<file path="config.mk">
export PLATFORM = sky130hd
export DESIGN_NAME = ask4_sym_slicer
export DESIGN_NICKNAME = d
export VERILOG_FILES = /design/src/rtl/ask4_sym_slicer_pkg.sv /design/src/rtl/ask4_sym_slicer_decision.sv /design/src/rtl/ask4_sym_slicer.sv
export SDC_FILE = /design/constraint.sdc
export NUM_CORES = 1
export LEC_CHECK = 0
export BUFFER_PORTS_ARGS = -buffer_cell sky130_fd_sc_hd__buf_4
export CORE_ASPECT_RATIO = 1.4
export CORE_MARGIN = 8
export CORE_UTILIZATION = 40
export DETAILED_ROUTE_END_ITERATION = 10
export SETUP_SLACK_MARGIN = 0.5
export SLEW_MARGIN = 20
export SYNTH_ARGS = -nofsm -noshare
export SYNTH_HDL_FRONTEND = slang
export SYNTH_SLANG_ARGS = --single-unit
</file>
<file path="constraint.sdc">
create_clock -name i_clk -period 15.1 [get_ports i_clk]
set_input_delay 0.755 -clock i_clk [delete_from_list [all_inputs] [get_ports i_clk]]
set_output_delay 0.755 -clock i_clk [all_outputs]
set_load 0.005 [all_outputs]
</file>
<file path="src/rtl/ask4_sym_slicer_pkg.sv">
// Shared constants and saturation helpers for the 4-ASK symbol slicer.
// Samples are signed 1s17 (18 bits); decision codes run from -3a (00) to +3a (11).
package ask4_sym_slicer_pkg;

  localparam int SAMPLE_W = 18;

  localparam logic [1:0] ASK_M3 = 2'b00;
  localparam logic [1:0] ASK_M1 = 2'b01;
  localparam logic [1:0] ASK_P1 = 2'b10;
  localparam logic [1:0] ASK_P3 = 2'b11;

  localparam logic signed [17:0] REF_INIT_DEF = 18'sd32768;

  localparam logic [0:0] ST_ACQ   = 1'b0;
  localparam logic [0:0] ST_TRACK = 1'b1;

  function automatic logic signed [17:0] sat18(input logic signed [19:0] v);
    if (v > 20'sd131071) begin
      return 18'sd131071;
    end else if (v < -20'sd131072) begin
      return 18'sh20000;
    end else begin
      return v[17:0];
    end
  endfunction

  // |v| in 18 bits; the single unrepresentable magnitude clips to full scale
  function automatic logic [17:0] abs_sat18(input logic signed [17:0] v);
    if (v == 18'sh20000) begin
      return 18'd131071;
    end else if (v < 18'sd0) begin
      return 18'(-v);
    end else begin
      return v;
    end
  endfunction

endpackage

</file>
<file path="src/rtl/ask4_sym_slicer_decision.sv">
// Combinational 4-ASK slicer: thresholds at 0 and +/-R, levels +/-R/2 and +/-3R/2.
// Ties resolve toward the positive/outer code; the error is saturated to 18 bits.
module ask4_sym_slicer_decision
  import ask4_sym_slicer_pkg::*;
(
  input  logic signed [17:0] i_x,
  input  logic signed [17:0] i_ref,
  output logic [1:0]         o_code,
  output logic signed [18:0] o_level,
  output logic signed [17:0] o_err
);

  logic signed [18:0] w_x;
  logic signed [18:0] w_r;
  logic signed [18:0] w_half;
  logic signed [18:0] w_three;
  logic signed [18:0] w_neg_r;
  logic signed [19:0] w_diff;

  assign w_x     = {i_x[17], i_x};
  assign w_r     = {i_ref[17], i_ref};
  assign w_half  = w_r >>> 1;
  assign w_three = w_r + w_half;
  assign w_neg_r = -w_r;

  // Region select against the three thresholds
  always_comb begin
    o_code  = ASK_M3;
    o_level = -w_three;
    if (w_x >= w_r) begin
      o_code  = ASK_P3;
      o_level = w_three;
    end else if (w_x >= 19'sd0) begin
      o_code  = ASK_P1;
      o_level = w_half;
    end else if (w_x >= w_neg_r) begin
      o_code  = ASK_M1;
      o_level = -w_half;
    end else begin
      o_code  = ASK_M3;
      o_level = -w_three;
    end
  end

  assign w_diff = {w_x[18], w_x} - {o_level[18], o_level};
  assign o_err  = sat18(w_diff);

endmodule

</file>
<file path="src/rtl/ask4_sym_slicer.sv">
// Symbol-rate capture, 4-ASK decision and block-averaged reference/error-power tracking.
// Latency from the sym_clk_en edge to sym_out is two clocks.
module ask4_sym_slicer
  import ask4_sym_slicer_pkg::*;
#(
  parameter int               AVG_LOG2 = 8,
  parameter logic signed [17:0] REF_INIT = 18'sd32768
) (
  input  logic               i_clk,
  input  logic               i_reset,
  input  logic               i_sam_clk_en,
  input  logic               i_sym_clk_en,
  input  logic signed [17:0] i_in,
  output logic [1:0]         o_sym_out,
  output logic               o_sym_valid,
  output logic signed [17:0] o_err_out,
  output logic signed [17:0] o_ref_level,
  output logic               o_ref_valid,
  output logic [17:0]        o_err_pow,
  output logic               o_blk_done
);

  localparam int ACC_W = SAMPLE_W + AVG_LOG2;
  localparam logic [AVG_LOG2-1:0] CNT_LAST = {AVG_LOG2{1'b1}};

  logic signed [17:0]  r_sym;
  logic                r_cap_vld;
  logic [0:0]          r_state;
  logic [AVG_LOG2-1:0] r_cnt;
  logic [ACC_W-1:0]    r_abs_acc;
  logic [ACC_W-1:0]    r_pow_acc;
  logic                r_blk_end;
  logic [1:0]          r_sym_out;
  logic                r_sym_valid;
  logic signed [17:0]  r_err_out;
  logic signed [17:0]  r_ref_level;
  logic                r_ref_valid;
  logic [17:0]         r_err_pow;
  logic                r_blk_done;

  logic signed [17:0]  w_ref;
  logic [1:0]          w_code;
  logic signed [18:0]  w_level;
  logic signed [17:0]  w_err;
  logic signed [35:0]  w_sq;
  logic [17:0]         w_abs;
  logic [ACC_W-1:0]    w_abs_next;
  logic [ACC_W-1:0]    w_pow_next;
  logic                w_unused_ok;

  assign w_ref = (r_state == ST_ACQ) ? REF_INIT : r_ref_level;

  ask4_sym_slicer_decision u_decision (
    .i_x     (r_sym),
    .i_ref   (w_ref),
    .o_code  (w_code),
    .o_level (w_level),
    .o_err   (w_err)
  );

  assign w_sq  = w_err * w_err;
  assign w_abs = abs_sat18(r_sym);

  // A symbol landing on the block-end cycle seeds the next block's accumulators
  always_comb begin
    w_abs_next = r_blk_end ? {ACC_W{1'b0}} : r_abs_acc;
    w_pow_next = r_blk_end ? {ACC_W{1'b0}} : r_pow_acc;
    if (r_cap_vld) begin
      w_abs_next = w_abs_next + {{AVG_LOG2{1'b0}}, w_abs};
      w_pow_next = w_pow_next + {{AVG_LOG2{1'b0}}, w_sq[34:17]};
    end else begin
      w_abs_next = w_abs_next;
      w_pow_next = w_pow_next;
    end
  end

  assign w_unused_ok = &{1'b0, i_sam_clk_en, w_sq[35], w_sq[16:0], w_level};

  // Capture, slice, accumulate and block-end update
  always_ff @(posedge i_clk) begin
    if (i_reset) begin
      r_sym       <= 18'sd0;
      r_cap_vld   <= 1'b0;
      r_state     <= ST_ACQ;
      r_cnt       <= {AVG_LOG2{1'b0}};
      r_abs_acc   <= {ACC_W{1'b0}};
      r_pow_acc   <= {ACC_W{1'b0}};
      r_blk_end   <= 1'b0;
      r_sym_out   <= 2'b00;
      r_sym_valid <= 1'b0;
      r_err_out   <= 18'sd0;
      r_ref_level <= REF_INIT;
      r_ref_valid <= 1'b0;
      r_err_pow   <= 18'd0;
      r_blk_done  <= 1'b0;
    end else begin
      if (i_sym_clk_en) begin
        r_sym <= i_in;
      end
      r_cap_vld   <= i_sym_clk_en;
      r_sym_valid <= r_cap_vld;
      if (r_cap_vld) begin
        r_sym_out <= w_code;
        r_err_out <= w_err;
        r_cnt     <= r_cnt + AVG_LOG2'(1);
      end
      r_blk_end  <= r_cap_vld && (r_cnt == CNT_LAST);
      r_abs_acc  <= w_abs_next;
      r_pow_acc  <= w_pow_next;
      r_blk_done <= r_blk_end;
      if (r_blk_end) begin
        r_ref_level <= $signed(r_abs_acc[AVG_LOG2 +: 18]);
        r_err_pow   <= r_pow_acc[AVG_LOG2 +: 18];
        r_state     <= ST_TRACK;
        r_ref_valid <= 1'b1;
      end
    end
  end

  assign o_sym_out   = r_sym_out;
  assign o_sym_valid = r_sym_valid;
  assign o_err_out   = r_err_out;
  assign o_ref_level = r_ref_level;
  assign o_ref_valid = r_ref_valid;
  assign o_err_pow   = r_err_pow;
  assign o_blk_done  = r_blk_done;

endmodule

</file>
# --- Word level (Yosys, flattened, before mapping) ---
# Index checks and enable logic that the tools add are counted.
word_totals:
  register_bits: 139
  out_inout_bits: 59
  elab_cells: 47
  n_memories: 0
  latch_bits: 0
  ramBits: 0
  rom_bits: 0
  inputBits: 22
classes:
  div: 0
  n_lt_le_gt_ge: 6
  mux: 15
  mul: 1
  n_shift: 0
  addsub: 9
  n_reduce_logical: 1
  n_eq_ne: 2
  bitwise_logic: 0
op_table:
  columns: ["cell", "count"]
  rows:
  - ["26-bit two-way mux", 4]
  - ["18-bit two-way mux", 5]
  - ["19-bit two-way mux", 3]
  - ["26-bit by 18-bit adder with 26-bit output", 2]
  - ["18-bit by 18-bit multiplier with 35-bit output", 1]
  - ["20-bit by 18-bit greater-than comparator with 1-bit output (second input constant)", 1]
  - ["20-bit by 18-bit < comparator with 1-bit output (second input constant)", 1]
  - ["18-bit by 19-bit subtractor with 20-bit output", 1]
  - ["18-bit by 17-bit adder with 19-bit output", 1]
  - ["18-bit by 19-bit >= comparator with 1-bit output", 1]
  - ["17-bit negator with 19-bit output", 1]
  - ["18-bit negator with 19-bit output", 1]
  - ["19-bit negator", 1]
  - ["18-bit equality test (second input constant)", 1]
  - ["18-bit by 1-bit >= comparator with 1-bit output (second input constant)", 1]
  - ["18-bit >= comparator", 1]
  - ["18-bit by 1-bit < comparator with 1-bit output (second input constant)", 1]
  - ["18-bit negator", 1]
  - ["8-bit by 1-bit adder with 8-bit output (second input constant)", 1]
  - ["8-bit equality test (second input constant)", 1]
  - ["2-bit two-way mux", 2]
  - ["1-bit logical AND", 1]
  - ["1-bit two-way mux", 1]

# --- Logic depth before layout (Yosys ltp) ---
# Gate-level depths: netlist of the first run.
depth:
  depth_word: 13
  ltp_mapped: 71
  depth_no_buf: 64

# --- Cells and area by module ---
# A second synthesis of the first run with hierarchy kept.
unflattened:
  cells_unflattened: 2698
  hier_area_um2: 22974.5
by_module_without_submodules:
  columns: ["mod", "area_each_um2", "cells_per_inst", "n_inst", "seq_area_each_um2"]
  rows:
  - ["ask4_sym_slicer", 18207.5, 2042, 1, 2782.7]
  - ["ask4_sym_slicer_decision", 4767.1, 656, 1, 0.0]

# --- Worst setup path before layout of the first run ---
# No wires, ideal clock.
synth_path:
  kind: "flip-flop to flip-flop"
  from: "register o_ref_valid (netlist name)"
  to: "register r_pow_acc[18]"
  path_slack_ns: 0.563
  setup_time_ns: 0.128
  stages_incl_launch_ff: 67
  path_buffers: 6
  t_arrival_ns: 14.410
  period_less_slack_ns: 14.537
  t_required_ns: 14.972
  path_cell_list: "dfxtp_1 > buf_2 > buf_2 > and2_1 > clkbuf_1 > inv_1 > ha_1 > and3_1 > nand3_1 > nor2_1 > xnor2_1 > ha_1 > nand4_1 > nor2_1 > a2111oi_0 > o211ai_1 > o22ai_1 > mux2_2 > [... 31 more ...] > nand3_1 > nor3_1 > or4_1 > a21oi_1 > xnor2_1 > ha_1 > fa_1 > a21o_1 > a21oi_1 > nor2b_1 > o21ai_0 > a21oi_1 > a41oi_1 > a311oi_1 > a2111oi_0 > nor3b_1 > xnor2_1 > nor2_1"
synth_lines:
  columns: ["item", "line", "source"]
  rows:
  - ["end signal, assigned", "ask4_sym_slicer.sv:87", "r_pow_acc <= {ACC_W{1'b0}};"]
  - ["end signal, assigned", "ask4_sym_slicer.sv:109", "r_pow_acc <= w_pow_next;"]
  - ["end, declared", "ask4_sym_slicer.sv:31", "logic [ACC_W-1:0] r_pow_acc;"]

==> run metrics, run 1 <==
diodes inserted 0; gr usage total 20.7%; post-layout min period 14.09 ns; synth warn 0; largest net degree at the start of global routing 71; Layout fillers roughly 5400; Syn-to-layout area delta 16.7%; initial antenna violation count 1; CORE AREA 54100 sq um; Highest Clock Rate 71.0 MHz; CTS tree yes; commonest non-fill, non-tap cell in the layout inv_1; FF+latch area 2790 sq um; area of the multi-input gates between 15000 and 20000 sq um; TNS Setup 0 ns; R2R Setup Slk between 1 and 1.5 ns; Slew Limit Fails 0; worst hold path type flop to flop; Crit Path Category flop to flop; Critical Path RT 15.42 ns; Main synth FF type dfxtp_1; relative slew slack 40.7%; CTS buffer count 17; register area share after synthesis 12.7%; Routed Antenna Nets 0; syn_nets 3127; die height 293 um; drt pass-1 iters 7; number of global-route vias before repair ~20000; Vias 18700; IO Pins 81; Post-Syn Area 21800 sq um; most used cell, CP ha_1; status complete, no violations; first-pass GRT wire length 102 mm; Async SR Flop Fraction 0%; Die ar. 62500 sq um; routed vias/inst 5.33; Rows between 100 and 150; Initial DRC Count 1098; Cell variety after synth 86; reported max-cap violation count 0; Tcrit/Tclk final between 90 and 100%; Critical Path Slowest Stage Cell or4_1; fin nets 3316; GRT Residual Overflow 0; area share of the leading cell type in the synthesized netlist between 20% and 30%; clk_skew 0.0153 ns; DP HPWL ~53 mm; Die Wd 214 um; unrepaired setup endpoints after global routing no; htree depth 4; starting density of the core 40.4%; routability cong. 0.935; synth top area cells fa_1 (27%), dfxtp_1 (13%), ha_1 (12%), inv_1 (7.7%), nor2_1 (4.5%); crit-path max cell delay approximately 0.55 ns; CTS clk-pin slew, worst paths 0.06 ns; Worst Path Arrival 14.42 ns; Fin. Hold Viols 0; cells after synthesis 2591; crit-path max FO 16; Clock Latency Late Sink ~0.45 ns; cell taking the most area after synthesis fa_1; CTS root buf clkbuf_16; DRC 0; final core occ 47.2%; Port Buffers around 80; clock sink count 139; Routed WL per cell 18.3 um; crit start category flop; endpoints failing setup 0; number of synthesized flops with an enable pin 0; synthesized flop and latch total 139; layout cells sized above 1 14.9%; slew at the pin with the worst max-slew slack 0.890 ns; synthesized area per cell 8.43 sq um; Critical Path End Type flop; total routed wirelength 64.4 mm; commonest cells after routing, fill and taps aside inv_1 (449), fa_1 (295), nor2_1 (246); CTS max path bufs 2
[final timing paths]
check,startpoint,to,depth (start not counted)
max,o_ref_valid$_SDFFE_PP0P_,r_pow_acc[20]$_SDFF_PP0_,69
min,r_cnt[7]$_SDFFE_PP0P_,r_blk_end$_SDFF_PP0_,2
max reg2reg,o_ref_valid$_SDFFE_PP0P_,r_pow_acc[20]$_SDFF_PP0_,69
min reg2reg,r_cnt[7]$_SDFFE_PP0P_,r_blk_end$_SDFF_PP0_,2
[critical path: cells and delay by family (launching register included)]
family | cells | cell delay, ns
flops | 1 | 0.40
mux | 3 | 0.68
xor+xnor | 4 | 0.56
buf+inv | 11 | 1.49
simple gates | 24 | 3.84
compound gates | 14 | 2.66
fa+ha+maj | 13 | 4.28
[cells by family after synthesis]
kind of cell / synth area share [%]
simple gates: 16.0
mux: 3.88
compound gates: 12.9
fa+ha+maj: 39.6
flops: 12.7
buf+inv: 9.28
xor+xnor: 5.57
[what timing repair did]
action                     in CTS  in global routing
gates resized for setup        34                108
setup buffers                   9                 13
setup endpoints to repair      15                 17
hold buffers                    0                  0
pin swaps                       4                 32
cloned                          0                  2
[final cells by class]
cell class	count	area share, %
Sequential cell	139	11.0
Inverter	456	6.77
Timing Repair Buffer	250	7.66
Tap cell	721	3.54
Clock buffer	21	1.77
Clock inverter	11	0.520
Multi-Input combinational cell	1916	68.8
[cell usage after synthesis (14+ instances only)]
| library cell | instances |
|---|---|
| xnor2_1 | 95 |
| a21oi_1 | 107 |
| inv_1 | 450 |
| dfxtp_1 | 139 |
| a21o_1 | 42 |
| nand3_1 | 43 |
| nor3_1 | 36 |
| xor2_1 | 42 |
| or3_1 | 25 |
| ha_1 | 217 |
| o21ai_0 | 78 |
| nand2_1 | 220 |
| nand4_1 | 14 |
| a211oi_1 | 26 |
| nor2_1 | 264 |
| clkbuf_1 | 65 |
| and3_1 | 22 |
| nor2b_1 | 62 |
| fa_1 | 297 |
| a31oi_1 | 21 |
| mux2i_1 | 78 |
| o22ai_1 | 16 |
[metrics by stage]
| step | instance area [sq um] | cells | setup WS (ns) | hold WS [ns] |
|---|---|---|---|---|
| floorplan | 21800 | 2591 | 0.563 | 0.419 |
| global placement | 24200 | 3457 | 0.0685 | 0.420 |
| detailed placement | 24200 | 3458 | -0.177 | 0.439 |
| CTS | 25000 | 3499 | 0.503 | 0.453 |
| global route | 25500 | 3514 | 0.407 | 0.480 |
| finish | 25500 | 3514 | 1.01 | 0.448 |
[state kept, by name, summed over array words and instances (netlist names), 2 cells and up]
register	flops
r_abs_acc	26
r_pow_acc	26
o_err_out	18
o_err_pow	18
o_ref_level	18
r_sym	18
r_cnt	8
o_sym_out	2
[metal layers]
layer	global-route usage (%)	wire (um)
met1	24.1	25300
met2	37.3	33000
met3	2.57	2970
met4	9.50	3130
met5	0	9
Power of run 1 is not shown: default switching activity piles up to over one toggle a cycle in this logic, so the estimate is an artifact.
==> run 2: changes to the inputs <==
Settings changed: RECOVER_POWER set to 25.
==> run metrics, run 2 (synthesis gave the netlist of run 1 again) <==
largest net degree at the start of global routing 71 (unchanged); crit start category flop (unchanged); CTS buffer count 17 (unchanged); htree depth 4 (unchanged); commonest non-fill, non-tap cell in the layout inv_1 (unchanged); Die Wd 214 um (unchanged); Worst Path Arrival 14.42 ns (about the same); Worst R2R Start o_ref_valid$_SDFFE_PP0P_ (unchanged); first-pass GRT wire length 102 mm (unchanged); post-layout min period 14.09 ns (about the same); Critical Path End Type flop (unchanged); drt pass-1 iters 5 (was 7); largest registers r_abs_acc: 26 flops, r_pow_acc: 26 flops (unchanged); IO Pins 81 (unchanged); worst reg2reg path depth 69 (unchanged); hold buffer count at CTS 0 (unchanged); number of global-route vias before repair 19500 (unchanged); unrepaired setup endpoints after global routing no (unchanged); final core occ 47.1% (was 47.2%); CTS tree yes (unchanged); CORE AREA 54100 sq um (unchanged); placement-stage cell area 24200 sq um (unchanged); slew at the pin with the worst max-slew slack 1.99 ns (was 0.890 ns); starting density of the core 40.4% (unchanged); most used cell, CP ha_1 (unchanged); Rows 101 (unchanged); Worst Setup EP r_pow_acc[20]$_SDFF_PP0_ (unchanged); Crit Path Category flop to flop (unchanged); CTS max path bufs 2 (unchanged); R2R Setup Slk 1.01 ns (about the same); CTS root buf clkbuf_16 (unchanged); Highest Clock Rate 71.0 MHz (about the same); Clock Latency Late Sink 0.45 ns (about the same); initial antenna violation count 1 (unchanged); CTS clk-pin slew, worst paths 0.06 ns (about the same); violated checks capacitance limit, slew limit; status complete, but fails checks (was complete, no violations); Layout fillers 5374 (was 5365); crit-path max cell delay 0.54 ns (was 0.55 ns); clock sink count 139 (unchanged); DP HPWL 52.9 mm (unchanged); final worst setup slack 1.01 ns (about the same); Post-Layout Inst Area 25500 sq um (about the same); Routed WL per cell 18.3 um (about the same); diodes inserted 0 (unchanged); Port Buffers 79 (unchanged); crit-path max FO 16 (unchanged); GRT Residual Overflow 0 (unchanged); gr usage total 20.7% (unchanged); clk_skew 0.0156 ns (was 0.0153 ns); Routed Antenna Nets 0 (unchanged); endpoints failing setup 0 (unchanged); Setup crit start o_ref_valid$_SDFFE_PP0P_ (unchanged); worst hold path type flop to flop (unchanged); DRC 0 (unchanged); Fin. Hold Viols 0 (unchanged); layout cells sized above 1 14.5% (was 14.9%); commonest cells after routing, fill and taps aside inv_1 (449), fa_1 (295), nor2_1 (246) (unchanged); fin nets 3316 (unchanged); Crit Reg-Reg Endpoint r_pow_acc[20]$_SDFF_PP0_ (unchanged); TNS Setup 0 ns (unchanged); die height 293 um (unchanged); Vias 18700 (about the same); Placement Setup Slack -0.177 ns (unchanged); Critical Path Slowest Stage Cell or4_1 (unchanged); routed vias/inst 5.32 (was 5.33); Slew Limit Fails 41 (was 0); relative slew slack -32.8% (was 40.7%); Die ar. 62500 sq um (unchanged); Critical Path RT 15.42 ns (about the same); reported max-cap violation count 1 (was 0); Initial DRC Count 1131 (was 1098); Tcrit/Tclk final 93.3% (about the same); Syn-to-layout area delta 16.5% (was 16.7%); total routed wirelength 64.4 mm (about the same); routability cong. 0.935 (unchanged)
## run 2: changes by cell type in the layout (fill, tap and decap cells not counted)
cell and delta:
buf_4 -31, dfxtp_4 -1, clkbuf_1 +12, clkbuf_4 +19
dfxtp_1 +1
## run 2: worst min-delay path by stage
stage,start,to,slack [ns],cells past startpoint
6_report,r_cnt[7]$_SDFFE_PP0P_,r_blk_end$_SDFF_PP0_,0.46,2
5_1_grt,r_cnt[7]$_SDFFE_PP0P_,r_blk_end$_SDFF_PP0_,0.49,2
4_1_cts,r_cnt[7]$_SDFFE_PP0P_,r_blk_end$_SDFF_PP0_,0.45,2
3_5_place_dp,r_cnt[7]$_SDFFE_PP0P_,r_blk_end$_SDFF_PP0_,0.44,2
3_3_place_gp,r_cnt[7]$_SDFFE_PP0P_,r_blk_end$_SDFF_PP0_,0.42,2
2_1_floorplan,r_cnt[7]$_SDFFE_PP0P_,r_blk_end$_SDFF_PP0_,0.42,2
## run 2: timing repair
item | 4_1_cts | 5_1_grt
setup endpoints to repair | 15 | 17
setup buffers | 9 | 13
pin swaps | 4 | 32
gates resized for setup | 34 | 108
gates cloned | 0 | 2
## run 2: area by class of cell
cell class                      count  area, sq um  share of cell area [%]
Clock inverter                     11          133                   0.521
Clock buffer                       21          450                    1.77
Tap cell                          721          902                    3.54
Sequential cell                   139         2790                    11.0
Timing Repair Buffer              250         1910                    7.50
Inverter                          456         1730                    6.78
Multi-Input combinational cell   1916        17500                    68.9
## run 2: through the flow
| step | instances | hold WS, ns |
|---|---|---|
| finish | 3514 | 0.460 |
| global route | 3514 | 0.489 |
| CTS | 3499 | 0.453 |
| detailed placement | 3458 | 0.439 |
| global placement | 3457 | 0.420 |
| floorplan | 2591 | 0.419 |
## run 2: critical path: cells and delay by family (launching register included)
kind | cells | cell delay, ns
AOI/OAI and AO/OA | 14 | 2.67
xor gates and xnor gates | 4 | 0.57
adders and majority gates | 13 | 4.29
buffers and inverters | 11 | 1.49
DFF | 1 | 0.40
muxes | 3 | 0.68
and+or+nand+nor | 24 | 3.84
## run 2: routing by layer
| metal | share of wire [%] | track usage [%] |
|---|---|---|
| met3 | 4.6 | 2.57 |
| met4 | 4.9 | 9.50 |
| met1 | 39 | 24.1 |
| met5 | 0.014 | 0 |
| met2 | 51 | 37.3 |
Power of run 2 is left out for the same reason.
